==> src/rtl/nios2_oci_dct_pkg.sv <==
// Shared types and constants for the OCI direct-compressed-trace packer.
// Holds frame geometry, FSM state enum and trace code encodings.
package nios2_oci_dct_pkg;

    localparam int DCT_DEPTH  = 15;
    localparam int DCT_CODE_W = 2;
    localparam int DCT_BUF_W  = DCT_DEPTH * DCT_CODE_W;

    typedef enum logic {
        DCT_FILL = 1'b0,
        DCT_HOLD = 1'b1
    } dct_state_e;

    // Trace code encodings; the packer passes them through unchanged.
    localparam logic [1:0] DCT_CODE_RSVD = 2'b00;
    localparam logic [1:0] DCT_CODE_NT   = 2'b01;
    localparam logic [1:0] DCT_CODE_TK   = 2'b10;
    localparam logic [1:0] DCT_CODE_EXC  = 2'b11;

endpackage

==> src/rtl/qsys_system_nios2_oci_dct_frame_reg.sv <==
// DCT frame output holding register with valid/ready handoff.
// Ports: clk, reset_n, load/load_buf/load_cnt in, frame_ready in,
//        frame_valid/dct_buffer/dct_count out.
module qsys_system_nios2_oci_dct_frame_reg
    import nios2_oci_dct_pkg::*;
#(
    parameter int BUF_W = DCT_BUF_W
) (
    input  logic             clk,
    input  logic             reset_n,
    input  logic             load,
    input  logic [BUF_W-1:0] load_buf,
    input  logic [3:0]       load_cnt,
    input  logic             frame_ready,
    output logic             frame_valid,
    output logic [BUF_W-1:0] dct_buffer,
    output logic [3:0]       dct_count
);

    // A reload in the same edge as a handoff wins, so back-to-back
    // frames leave no bubble.
    always_ff @(posedge clk or negedge reset_n) begin
        if (!reset_n) begin
            frame_valid <= 1'b0;
            dct_buffer  <= '0;
            dct_count   <= '0;
        end else if (load) begin
            frame_valid <= 1'b1;
            dct_buffer  <= load_buf;
            dct_count   <= load_cnt;
        end else if (frame_ready) begin
            frame_valid <= 1'b0;
        end
    end

endmodule

==> src/rtl/qsys_system_nios2_oci_dct_packer.sv <==
// Packs 2-bit OCI trace codes into 30-bit DCT frames; drops when full.
// Ports: clk, reset_n, code_valid/code/flush in, frame_ready in,
//        frame_valid/dct_buffer/dct_count/drop_count out.
// Optional drop counter: NIOS2_OCI_DCT_DROP_CNT_EN.
module qsys_system_nios2_oci_dct_packer #(
    parameter int DCT_DEPTH = nios2_oci_dct_pkg::DCT_DEPTH,
    parameter int CODE_W    = nios2_oci_dct_pkg::DCT_CODE_W
) (
    input  logic                          clk,
    input  logic                          reset_n,
    input  logic                          code_valid,
    input  logic [CODE_W-1:0]             code,
    input  logic                          flush,
    input  logic                          frame_ready,
    output logic                          frame_valid,
    output logic [DCT_DEPTH*CODE_W-1:0]   dct_buffer,
    output logic [3:0]                    dct_count,
    output logic [7:0]                    drop_count
);

    import nios2_oci_dct_pkg::*;

    localparam int BUF_W = DCT_DEPTH * CODE_W;
    localparam int SH_W  = $clog2(BUF_W);
    localparam logic [3:0] FULL = 4'(DCT_DEPTH);

    dct_state_e       state_q, state_d;
    logic [BUF_W-1:0] acc_q, acc_d;
    logic [3:0]       cnt_q, cnt_d;
    logic             load;
    logic             slot_free;
    logic [SH_W-1:0]  sh;
    logic [BUF_W-1:0] code_ext;

    assign slot_free = !frame_valid || frame_ready;
    assign code_ext  = BUF_W'(code);
    assign sh        = SH_W'(cnt_q) * SH_W'(CODE_W);

    always_ff @(posedge clk or negedge reset_n) begin
        if (!reset_n) begin
            state_q <= DCT_FILL;
            acc_q   <= '0;
            cnt_q   <= '0;
        end else begin
            state_q <= state_d;
            acc_q   <= acc_d;
            cnt_q   <= cnt_d;
        end
    end

    always_comb begin
        state_d = state_q;
        acc_d   = acc_q;
        cnt_d   = cnt_q;
        load    = 1'b0;
        case (state_q)
            DCT_FILL: begin
                if (code_valid) begin
                    acc_d = acc_q | (code_ext << sh);
                    cnt_d = cnt_q + 4'd1;
                end
                // A code arriving with flush rides in the flushed frame.
                if (cnt_d == FULL || (flush && cnt_d != 4'd0))
                    state_d = DCT_HOLD;
            end
            DCT_HOLD: begin
                // Without a free slot the accumulator stays frozen.
                if (slot_free) begin
                    load  = 1'b1;
                    acc_d = code_valid ? code_ext : '0;
                    cnt_d = {3'b000, code_valid};
                    if (flush && code_valid)
                        state_d = DCT_HOLD;
                    else
                        state_d = DCT_FILL;
                end
            end
            default: state_d = DCT_FILL;
        endcase
    end

    qsys_system_nios2_oci_dct_frame_reg #(
        .BUF_W(BUF_W)
    ) u_frame_reg (
        .clk        (clk),
        .reset_n    (reset_n),
        .load       (load),
        .load_buf   (acc_q),
        .load_cnt   (cnt_q),
        .frame_ready(frame_ready),
        .frame_valid(frame_valid),
        .dct_buffer (dct_buffer),
        .dct_count  (dct_count)
    );

`ifdef NIOS2_OCI_DCT_DROP_CNT_EN
    logic       drop;
    logic [7:0] drop_q;

    assign drop = (state_q == DCT_HOLD) && !slot_free && code_valid;

    always_ff @(posedge clk or negedge reset_n) begin
        if (!reset_n)
            drop_q <= 8'd0;
        else if (drop && drop_q != 8'hFF)
            drop_q <= drop_q + 8'd1;
    end

    assign drop_count = drop_q;
`else
    assign drop_count = 8'd0;
`endif

endmodule

==> config.mk <==
export PLATFORM = sky130hd
export DESIGN_NAME = qsys_system_nios2_oci_dct_packer
export DESIGN_NICKNAME = d
export VERILOG_FILES = /design/src/rtl/nios2_oci_dct_pkg.sv /design/src/rtl/qsys_system_nios2_oci_dct_frame_reg.sv /design/src/rtl/qsys_system_nios2_oci_dct_packer.sv
export SDC_FILE = /design/constraint.sdc
export NUM_CORES = 1
export LEC_CHECK = 0
export BUFFER_PORTS_ARGS = -buffer_cell sky130_fd_sc_hd__buf_2
export CORE_MARGIN = 2
export CORE_UTILIZATION = 50
export CTS_CLUSTER_DIAMETER = 150
export DETAILED_ROUTE_END_ITERATION = 8
export GPL_TIMING_DRIVEN = 0
export PLACE_DENSITY = 0.7
export SYNTH_ARGS = -nofsm -noshare
export SYNTH_HDL_FRONTEND = slang
export SYNTH_SLANG_ARGS = --single-unit
==> constraint.sdc <==
create_clock -name clk -period 1.9 [get_ports clk]
set_input_delay 0.19 -clock clk [delete_from_list [all_inputs] [get_ports clk]]
set_output_delay 0.19 -clock clk [all_outputs]
set_load 0.01 [all_outputs]
[Yosys cells after proc, flatten, opt, wreduce, memory -nomap -nowiden]
Cells that the tools add are included.
Word-level totals
  output and inout port bits: 43
  register bits after elaboration: 70
  input port bits: 7
Cells by class
  reduce and logical (&&, ||, !) cells: 8
  shift operators: 1
  $add $sub $neg: 1
  multiplexer cells: 16
  equality and inequality tests: 3
  bitwise operators: 2
Operators by type and width (count)
  $mux W30: 2
  $pmux W30 S2: 1
  $or A30 B30 Y30: 1
  $shl A2 B5 Y30: 1
  $mux W4: 3
  $pmux W4 S2: 1
  $mux W1: 7
  $add A4 B1 Y4 const B: 1
  $eq A4 B4 Y1 const B: 1
  $reduce_bool A4 Y1: 1
  $logic_and A1 B1 Y1: 2
  $logic_or A1 B1 Y1: 2
  $mux W2: 1
  $ne A2 B1 Y1 const B: 1
  $ne A2 B2 Y1 const B: 1
  $pmux W1 S2: 1
  $reduce_and A2 Y1: 1
  $reduce_bool A2 Y1: 1
  $logic_not A1 Y1: 1
  $not A1 Y1: 1

[Longest topological paths before layout]
  depth after elaboration: 8
  gate-level depth with buffers: 6
  mapped depth without buffers: 5

[Modules after synthesis]
From an unflattened synthesis, not the netlist that was laid out.
Second synthesis, totals
  cells, all modules: 239
  area total of the unflattened synthesis: 3100.5 sq um
Modules (own cells, without submodules)
  qsys_system_nios2_oci_dct_packer: area an instance 1650.3 sq um, times used 1, cells an instance 164
  qsys_system_nios2_oci_dct_frame_reg: area an instance 1450.1 sq um, times used 1, cells an instance 75

[Worst setup path after synthesis]
OpenSTA, ideal clock, no wires.
  path type: register to register
  start point: register cnt_q[0]
  end point: register state_q
  path slack: 336 ps
  stages on the path, launching flop included: 6
  arrival: 1438 ps
  period minus slack after synthesis: 1564 ps
  setup time: 126 ps
  cell sequence: dfrtp_1 > buf_6 > or4_1 > o311ai_1 > mux2i_1 > a311o_1
Between the ends
  longest elaborated chain between the ends: 8
RTL lines
  start, declared: RTL line qsys_system_nios2_oci_dct_packer.sv:29  | logic [3:0] cnt_q, cnt_d;
  start signal, assigned: RTL line qsys_system_nios2_oci_dct_packer.sv:47  | cnt_q <= cnt_d;
  $add A4 B1 Y4: RTL line qsys_system_nios2_oci_dct_packer.sv:60  | cnt_d = cnt_q + 4'd1;
  $mux W4 (*): RTL line qsys_system_nios2_oci_dct_packer.sv:58  | if (code_valid) begin
  $mux W4 (*): RTL line qsys_system_nios2_oci_dct_packer.sv:56  | case (state_q)
  $reduce_bool A4 Y1: RTL line qsys_system_nios2_oci_dct_packer.sv:63  | if (cnt_d == FULL || (flush && cnt_d != 4'd0))
  $logic_and A1 B1 Y1: RTL line qsys_system_nios2_oci_dct_packer.sv:63
  $logic_or A1 B1 Y1 (*): RTL line qsys_system_nios2_oci_dct_packer.sv:63
  $mux W1 (*): RTL line qsys_system_nios2_oci_dct_packer.sv:63
  $pmux W1 S2 (*): RTL line qsys_system_nios2_oci_dct_packer.sv:56
  via state_d: RTL line qsys_system_nios2_oci_dct_packer.sv:27  | dct_state_e state_q, state_d;
  end signal, assigned: RTL line qsys_system_nios2_oci_dct_packer.sv:45  | state_q <= state_d;
  end, declared: RTL line qsys_system_nios2_oci_dct_packer.sv:27
Mark *: on every way through the listed nets, which the timed path passes. The rest lies on a longest branch. The select of a mux whose other input is x is not followed.
A chain may end at the register's enable or synchronous reset.

[Worst setup path in the final report]
  start point: register u_frame_reg.frame_valid
  end point: register acc_q[20]
Between the ends
  longest elaborated chain between the ends: 4
RTL lines
  start, declared: RTL line qsys_system_nios2_oci_dct_frame_reg.sv:15  | output logic frame_valid,
  start signal, assigned: RTL line qsys_system_nios2_oci_dct_frame_reg.sv:24  | frame_valid <= 1'b0;
  start signal, assigned: RTL line qsys_system_nios2_oci_dct_frame_reg.sv:28  | frame_valid <= 1'b1;
  start signal, assigned: RTL line qsys_system_nios2_oci_dct_frame_reg.sv:32  | frame_valid <= 1'b0;
  $logic_not A1 Y1: RTL line qsys_system_nios2_oci_dct_packer.sv:35  | assign slot_free = !frame_valid || frame_ready;
  $logic_or A1 B1 Y1: RTL line qsys_system_nios2_oci_dct_packer.sv:35
  $ne A2 B1 Y1 (no source line)
  $reduce_and A2 Y1 (no source line)
  end signal, assigned: RTL line qsys_system_nios2_oci_dct_packer.sv:42  | acc_q <= '0;
  end signal, assigned: RTL line qsys_system_nios2_oci_dct_packer.sv:46  | acc_q <= acc_d;
  end, declared: RTL line qsys_system_nios2_oci_dct_packer.sv:28  | logic [BUF_W-1:0] acc_q, acc_d;
No other way between the ends.

==> summary.md <==
| Metric | Value |
|---|---|
| CTS Buffer Depth | `2` |
| Library cells used by synthesis | `37` |
| H-tree depth | `3` |
| Inserted Diodes | `0` |
| Chip height | `80.43 um` |
| Max-slew violations | `0` |
| Total power | `4.535 mW` |
| Post-Syn Area | `2920 um^2` |
| Final Wtd Congestion | `0.8727` |
| IO Count | `50` |
| Vias/cell | `5.053` |
| Post-Syn Instances | `315` |
| Post-layout net count | `383` |
| Reg2reg path depth | `5` |
| Critical path data arrival time | `1990 ps` |
| Multi-input gate area | `1040 um^2` |
| Finished Cell Area | `3468 um^2` |
| TritonRoute pass-1 iters | `4` |
| Initial antenna violation count | `0` |
| Clk slew on worst S/H paths | `70 ps` |
| Grt ovf | `0` |
| Outcome | `complete, no violations` |
| WL met2 | `2.886 mm` |
| Insertion delay to the later sink of the worst-skew pair | `340 ps` |
| Ranking of synthesized cells by area | `dfrtp_1 (60%), nand2_1 (15%), nor2_1 (3.6%), a21oi_1 (2.9%), buf_4 (2.1%)` |
| Port bufs | `41` |
| Fmax | `0.5609 GHz` |
| CP endpoint kind | `flip-flop` |
| Vias in the first global route | `2050` |
| Reg2reg setup slack | `120 ps` |
| Layout cells sized above 1 | `18.42%` |
| Post-CTS sizing | `0` |
| Critical Path Fanout Max | `10` |
| Area leader, netlist | `dfrtp_1` |
| Core Area | `5574 um^2` |
| Req. time, crit path | `2110 ps` |
| Area added between synthesis and finish | `18.77%` |
| Max cap viols | `0` |
| DRC Markers | `0` |
| Final Util | `62.22%` |
| Fin crit period | `1783 ps` |
| Pwr Density | `1308 nW/um^2` |
| Commonest non-fill, non-tap cell in the layout | `nand2_1` |
| DRT antenna net count | `0` |
| CP Class | `reg2reg` |
| Synth warn | `0` |
| Effective utilization at floorplan | `52.39%` |
| Clock Sinks | `70` |
| Register area | `1752 um^2` |
| Num CTS Buffers | `9` |
| Leakage | `1.930 nW` |
| Top layer in use | `met4` |
| Slew Limit Headroom | `42.77%` |
| Global-route usage over all layers | `21.39%` |
| Avg Synthesized Cell Area | `9.271 um^2` |
| Placed inst area | `3244 um^2` |
| Root buf cell | `clkbuf_8` |
| Hold Fails Final Rpt | `0` |
| Most frequent cells in the layout | `nand2_1 (116), dfrtp_1 (70), buf_2 (44)` |
| Yosys top cell area share | `59.98%` |
| CP Launch Type | `flip-flop` |
| Die ar. | `6468 um^2` |
| Seq/Total Area, Yosys | `59.98%` |
| DR iter-0 viols | `213` |
| WL met3 | `309 um` |
| Site Rows | `27` |
| Fill cells | `511` |
| CTS tree | `done` |
| Final Setup Violations | `0` |
| Fin crit share | `93.83%` |
| DRT Wirelength | `6.199 mm` |
| #FFs+latches synth | `70` |
| DR vias | `2284` |
| Largest net degree at the start of global routing | `71` |
| RSZ-0062 raised after global routing | `false` |
| Setup TNS | `0 ps` |
| Skew final | `6.999 ps` |
| WL/cell | `13.71 um` |
| Slew @ Worst Pin | `858.4 ps` |
| Worst hold path class | `in2reg` |
| Die W | `80.43 um` |
| Peak VDD IR | `0.7767 mV` |
| M1 WL | `2.864 mm` |
| HPWL after DPL | `4.242 mm` |
| Hold Path Depth | `2` |
| First-pass GRT wire length | `10.23 mm` |
## per-stage QoR
step | hold slack [ps] | instances | setup WS (ps)
2_1_floorplan | -105.6 | 322 | 336.1
3_3_place_gp | 453.6 | 435 | 192.1
3_5_place_dp | 356.2 | 435 | 160.3
4_1_cts | 133.6 | 452 | 135.7
5_1_grt | 154.0 | 452 | 0.3395
6_report | 147.8 | 452 | 117.3
## per-layer routing
layer | vias to the layer above | track usage, %
met3 | 10 | 3.596
met4 | 0 | 11.19
li1 | 1126 | -
met5 | - | 0
met2 | 58 | 30.92
met1 | 1090 | 31.00
## critical path, stage by stage (launching register included)
cell and delay, ps:
dfrtp_1 390, nand2b_1 130, and2_1 180, clkbuf_1 390, clkbuf_1 450, nor2_1 110
## kinds of logic (layout without fill, tap and decap cells)
logic type	Yosys count	count (layout)	synth area share, %
AO/OA/AOI/OAI	42	42	9.126
XOR/XNOR	3	3	0.8999
adder cells (fa/ha/maj)	1	1	0.4284
buffers and inverters	30	88	5.313
flip-flops	70	70	59.98
multiplexers	1	1	0.3428
other	1	8	0.1284
AND/OR/NAND/NOR	167	167	23.78
## area by class of cell
cell class | count | area share, %
clock inverter | 6 | 2.489
tap | 72 | 2.597
clock buffer | 10 | 3.680
buffer | 28 | 4.257
multi-input combinational | 222 | 29.98
inverter | 2 | 0.2164
timing repair buffer | 42 | 6.277
sequential | 70 | 50.50
## path summary, 6_finish.rpt
check | from | end
setup / recovery | u_frame_reg.frame_valid$_DFFE_PN0P_ | acc_q[20]$_DFFE_PN0P_
hold / removal | flush | state_q$_DFF_PN0_
setup reg to reg | u_frame_reg.frame_valid$_DFFE_PN0P_ | acc_q[20]$_DFFE_PN0P_
hold reg to reg | u_frame_reg.dct_buffer[17]$_DFFE_PN0P_ | u_frame_reg.dct_buffer[17]$_DFFE_PN0P_
max in group asynchronous | reset_n | u_frame_reg.dct_buffer[29]$_DFFE_PN0P_
min in group asynchronous | reset_n | acc_q[8]$_DFFE_PN0P_
## report_power, final
part | internal, mW | switching, mW | total (mW)
clock | 0.737 | 0.550 | 1.29
sequential | 1.72 | 0.136 | 1.86
combinational | 0.443 | 0.945 | 1.39
## registers in the layout, summed over array words and instances (netlist names)
register,flops
state_q,1
cnt_q,4
u_frame_reg.dct_buffer,30
u_frame_reg.frame_valid,1
u_frame_reg.dct_count,4
acc_q,30
## cells in the mapped netlist (all sizes together)
master and number:
nand2 116, dfrtp 70, nor2 28, a21oi 17, clkbuf 15, buf 13, o21ai 7, nor2b 5
a31oi 4, nand2b 4, a41oi 3, and2 3, nand3 3, a22o 2, a32o 2, and3 2
inv 2, o31ai 2, xnor2 2, a211oi 1, a221o 1, a311o 1, and3b 1, and4 1
conb 1, ha 1, mux2i 1, nand3b 1, nand4 1, nor3b 1, o22ai 1, o311ai 1
or4 1, xor2 1
## timing repair
| action | in CTS | in global routing |
|---|---|---|
| setup buffers | 0 | 0 |
| hold endpoints to repair | 70 | 0 |
| hold buffers | 1 | 0 |
Power figures use the tool's default switching activity.
